===== config.mk =====
export PLATFORM = sky130hd
export DESIGN_NAME = factor_check_seq
export DESIGN_NICKNAME = d
export VERILOG_FILES = /design/src/rtl/factor_check_seq.sv
export SDC_FILE = /design/constraint.sdc
export NUM_CORES = 1
export LEC_CHECK = 0
export ABC_AREA = 1
export CORE_ASPECT_RATIO = 1.4
export CORE_MARGIN = 3
export CORE_UTILIZATION = 48
export CTS_CLUSTER_DIAMETER = 120
export DETAILED_ROUTE_END_ITERATION = 16
export PLACE_DENSITY = 0.77
export RECOVER_POWER = 25
export SLEW_MARGIN = 5
export SYNTH_ARGS = -nofsm -noshare
export SYNTH_HDL_FRONTEND = slang
export SYNTH_SLANG_ARGS = --single-unit
export TNS_END_PERCENT = 1

===== constraint.sdc =====
create_clock -name clk -period 2.35 [get_ports clk]
set_clock_uncertainty 0.15 [all_clocks]
set_input_delay 0.3525 -clock clk [delete_from_list [all_inputs] [get_ports clk]]
set_output_delay 0.3525 -clock clk [all_outputs]
set_load 0.02 [all_outputs]

===== src/rtl/factor_check_seq.sv =====
// factor_check_seq: sequential factorization checker.
// Multiplies a captured factor pair with a shift-add multiplier (one multiplier
// bit per cycle). It then reports whether the product equals the captured target.
// A saturating counter tracks how many passing results were delivered.
// Optional feature macro: FACTOR_NONTRIVIAL_EN. When it is defined, factors equal
// to 0 or 1 are also rejected.
module factor_check_seq #(
  parameter int W  = 4,
  parameter int CW = 16
) (
  input  logic             clk,
  input  logic             rst,
  input  logic             in_valid,
  output logic             in_ready,
  input  logic [W-1:0]     i1,
  input  logic [W-1:0]     i2,
  input  logic [2*W-1:0]   a,
  output logic             out_valid,
  input  logic             out_ready,
  output logic             ok,
  output logic [2*W-1:0]   product,
  output logic [CW-1:0]    pass_cnt
);

  localparam int SW = (W > 1) ? $clog2(W) : 1;

  typedef enum logic [1:0] {
    IDLE = 2'd0,
    MUL  = 2'd1,
    DONE = 2'd2
  } state_t;

  state_t          state_q, state_d;
  logic [2*W-1:0]  acc_q, acc_d;
  logic [SW-1:0]   step_q, step_d;
  logic [W-1:0]    i1_q, i2_q;
  logic [2*W-1:0]  a_q;
  logic            ok_q, ok_d;
  logic [CW-1:0]   cnt_q, cnt_d;
  logic            load;
  logic [2*W-1:0]  addend;
`ifdef FACTOR_NONTRIVIAL_EN
  logic            nontrivial;
`endif

  // State, datapath and counter registers; reset discards any in-flight candidate
  always_ff @(posedge clk or posedge rst) begin
    if (rst) begin
      state_q <= IDLE;
      acc_q   <= '0;
      step_q  <= '0;
      i1_q    <= '0;
      i2_q    <= '0;
      a_q     <= '0;
      ok_q    <= 1'b0;
      cnt_q   <= '0;
    end else begin
      state_q <= state_d;
      acc_q   <= acc_d;
      step_q  <= step_d;
      ok_q    <= ok_d;
      cnt_q   <= cnt_d;
      if (load) begin
        i1_q <= i1;
        i2_q <= i2;
        a_q  <= a;
      end
    end
  end

  // Next-state logic: one partial product per MUL cycle; ok is decided on the last step
  always_comb begin
    state_d = state_q;
    acc_d   = acc_q;
    step_d  = step_q;
    ok_d    = ok_q;
    cnt_d   = cnt_q;
    load    = 1'b0;
    addend  = i1_q[step_q] ? ({{W{1'b0}}, i2_q} << step_q) : '0;
`ifdef FACTOR_NONTRIVIAL_EN
    nontrivial = (i1_q != W'(0)) && (i1_q != W'(1)) &&
                 (i2_q != W'(0)) && (i2_q != W'(1));
`endif
    case (state_q)
      IDLE: begin
        if (in_valid) begin
          load    = 1'b1;
          acc_d   = '0;
          step_d  = '0;
          ok_d    = 1'b0;
          state_d = MUL;
        end
      end
      MUL: begin
        acc_d  = acc_q + addend;
        step_d = step_q + SW'(1);
        if (step_q == SW'(W - 1)) begin
          state_d = DONE;
`ifdef FACTOR_NONTRIVIAL_EN
          ok_d = (acc_d == a_q) && nontrivial;
`else
          ok_d = (acc_d == a_q);
`endif
        end
      end
      DONE: begin
        if (out_ready) begin
          state_d = IDLE;
          ok_d    = 1'b0;
          if (ok_q && (cnt_q != {CW{1'b1}})) begin
            cnt_d = cnt_q + CW'(1);
          end
        end
      end
      default: begin
        state_d = IDLE;
      end
    endcase
  end

  assign in_ready  = (state_q == IDLE);
  assign out_valid = (state_q == DONE);
  assign product   = acc_q;
  assign ok        = ok_q;
  assign pass_cnt  = cnt_q;

endmodule


==> impl_summary.log <==
[metrics] first-pass GRT wire length: 10600 um
[metrics] total CTS buffers: 5
[metrics] CTS H-Tree Depth: 2
[metrics] vias in the first global route: 2514
[metrics] crit-path max FO: 6
[metrics] share of the core filled with cells in the final layout: 0.670
[metrics] type of element launching the critical path: flop
[metrics] critical path class: flop to flop
[metrics] antenna violations before repair: 0
[metrics] Seq cells post-synth: 45
[metrics] number of rows created at floorplan: 31
[metrics] root buffer cell: clkbuf_8
[metrics] top cells by area in the synthesized netlist: dfrtp_1, nand2_1, inv_1
[metrics] pin count of the biggest net entering global routing: 24
[metrics] HP Class: input port to async pin
[metrics] GP Congestion: 0.860
[metrics] Die Span X: 68.9 um
[metrics] kind of end point of the critical path: flop
[metrics] post-cts hold buffer count: 0
[metrics] Residual DRC: 0
[metrics] core region area: 0.00528 sq mm
[metrics] share of synthesized flip-flops with an asynchronous set or reset: 1.00
[metrics] global-route usage over all layers: 0.216
[metrics] library cells used by synthesis: 29
[metrics] EDFF count, synth: 0
[metrics] I/O pin total: 47
[metrics] YS warnings: 0
[metrics] Max transition margin: 0.288
[metrics] wirelength, routed: 6450 um
[metrics] number of nets in the final layout: 443
[metrics] Syn Std Cell Area: 0.00266 sq mm
[metrics] final cell count without fillers: 480
[metrics] sum of internal, switching and leakage power: 0.00441 W
[metrics] Slew @ Worst Pin: 1.07 ns
[metrics] final period utilization: 1.03
[metrics] total overflow reported by the global router: 0
[metrics] mean instance size in the synthesized netlist: 7.68 sq um
[metrics] Via Count: 2496
[metrics] clock sinks: 45
[metrics] Synth Net Count: 376
[metrics] peak ir drop on the vdd network: 782 uV
[metrics] leakage dissipation: 1.72 nW
[metrics] data arrival time of the critical path: 2.52 ns
[metrics] share of layout cells above drive strength 1: 0.152
[metrics] post-detailed-route count of antenna-violating nets: 0
[metrics] count of endpoints failing setup in the final report: 1
[metrics] violated checks: setup timing
[metrics] P per Cell Area: 1250 mW/mm^2
[metrics] Wirelength per Cell: 13.4 um
[metrics] area added between synthesis and finish: 33.0%
[metrics] FMAX: 413 MHz
[metrics] Max-cap violations: 0
[metrics] port buffer count: 46
[metrics] antenna cell count: 0
[metrics] cell taking the most area after synthesis: dfrtp_1
[metrics] Setup Fix Bufs, Post-CTS: 0
[metrics] die area: 0.00648 sq mm
[metrics] Mapped Cells: 346
[metrics] HPWL after DPL: 4920 um
[metrics] initial cell density of the core: 0.504
[metrics] clock tree buffer depth: 2
[metrics] number of design-rule violations left by the first detailed-router iteration: 148
[metrics] Seq/Total Area, Yosys: 0.424
[metrics] final hold violations: 0
[metrics] required time at the worst-slack endpoint: 2.44 ns
[metrics] share of the synthesized area in the top cell type: 0.424
[metrics] Tmin final: 2.42 ns
[metrics] number of detailed-route iterations in the first pass: 4
[metrics] most used flip-flop cell after synthesis: dfrtp_1
[metrics] placed cell count: 472
[metrics] clk_lat worst skew: 0.30 ns
[metrics] Worst-path clk slew: 0.09 ns
[metrics] RSZ-0062 raised after global routing: true
[metrics] CTS tree: built
[metrics] status: finished, violations left
[metrics] number of max-slew violations in the final report: 0
[metrics] Die Ht: 94.0 um
[metrics] Avg Vias per Cell: 5.20
[metrics] PnR worst setup slack: -0.0730 ns
==> worst max-delay path: stages, from the launching register on <==
cell and delay, ns:
dfrtp_2 0.46, buf_4 0.17, o21ai_2 0.16, nor2_1 0.06, o21ai_0 0.15, inv_1 0.09, ha_4 0.28, nand2_1 0.08
nor2_1 0.13, nand2_2 0.09, nand2_1 0.09, nand2_1 0.08, nand3_1 0.08, nand2_1 0.06, nor2_1 0.13, nand2_1 0.07
nand2_1 0.05
==> layout by cell type (no fill, tap or decap), types with 2 or more instances in the layout <==
cell / instances
nor2_1: 37
mux2_2: 6
nor2_4: 2
o21ai_0: 14
nand3_2: 2
o21ai_1: 6
a21oi_1: 12
nand3b_1: 2
clkbuf_8: 6
ha_1: 5
nand2_2: 5
nand4_1: 3
nand2_1: 85
dfrtp_1: 44
nand3_1: 25
clkdlybuf4s50_1: 45
xor2_1: 11
a21oi_2: 2
xnor2_1: 4
ha_4: 4
nor2_2: 3
a22o_1: 2
o21ai_2: 3
nor3_1: 7
buf_4: 15
inv_1: 45
inv_2: 5
clkbuf_1: 2
==> power by group <==
part	total [W]	switching, W	internal [W]
Clock	0.000607	0.000261	0.000347
Sequential	0.00123	0.000214	0.00101
Combinational	0.00258	0.00144	0.00114
==> stage by stage <==
stage	area (sq um)	setup WS, ns	hold WS [ns]	setup TNS [ns]
floorplan	2660	0.0134	0.324	0
global placement	3340	-0.0949	0.356	-0.0949
detailed placement	3340	-0.167	0.364	-0.211
CTS	3490	-0.0525	0.272	-0.0525
global route	3530	-0.230	0.404	-0.504
finish	3530	-0.0730	0.365	-0.0730
==> final cells by class <==
class	instances	area [sq um]
Clock buffer	7	86.3
Clock inverter	1	30.0
Fill cell	459	1740
Inverter	51	191
Multi-Input combinational cell	246	1410
Sequential cell	45	1130
Tap cell	66	82.6
Timing Repair Buffer	64	608
==> synth_stat cells, types with 4 or more instances <==
cell type and number:
a21oi_1 14, dfrtp_1 45, ha_1 9, inv_1 48, mux2_2 6, nand2_1 88, nand3_1 26, nor2_1 39
nor3_1 7, o21ai_0 22, xnor2_1 4, xor2_1 11
==> state kept, by name (all words and copies together) (netlist names) <==
name	cells
pass_cnt	16
a_q	8
product	8
i1_q	4
i2_q	4
state_q	2
step_q	2
ok	1
==> worst paths after layout <==
check | end | from | depth (start not counted) | slack (ns)
max in group asynchronous | step_q[0] | rst | 3 | 0.25
worst max-delay path | ok | step_q[0] | 16 | -0.07
worst min register to register | i1_q[2] | i1_q[2] | 1 | 0.38
worst max register to register | ok | step_q[0] | 16 | -0.07
worst min-delay path | pass_cnt[7] | rst | 2 | 0.37
min in group clk | i1_q[2] | i1_q[2] | 1 | 0.38
==> metal layers <==
metal,vias to the layer above,GRT usage,part of all wire
li1,1236,-,-
met1,1173,0.223,0.37
met2,65,0.397,0.54
met3,22,0.0407,0.039
met4,0,0.107,0.045
met5,-,0,0
==> cells by family (layout without fill, tap and decap cells) <==
logic type               after synthesis  after routing  synth area share
flip-flops                            45             45             0.424
adder cells (fa/ha/maj)               10             10            0.0499
AO/OA/AOI/OAI                         39             39            0.0763
AND/OR/NAND/NOR                      176            176             0.294
buffers and inverters                 55            123            0.0805
XOR/XNOR                              15             15            0.0495
multiplexers                           6              6            0.0254
==> what timing repair did <==
| action | 4_1_cts | 5_1_grt |
|---|---|---|
| hold endpoints to repair | 0 | 0 |
| endpoints found under the setup margin | 3 | 6 |
| gates cloned | 0 | 0 |
| gates resized for setup | 9 | 17 |
| pin swaps | 0 | 9 |
Note: power is estimated with default switching activity, not from simulation.
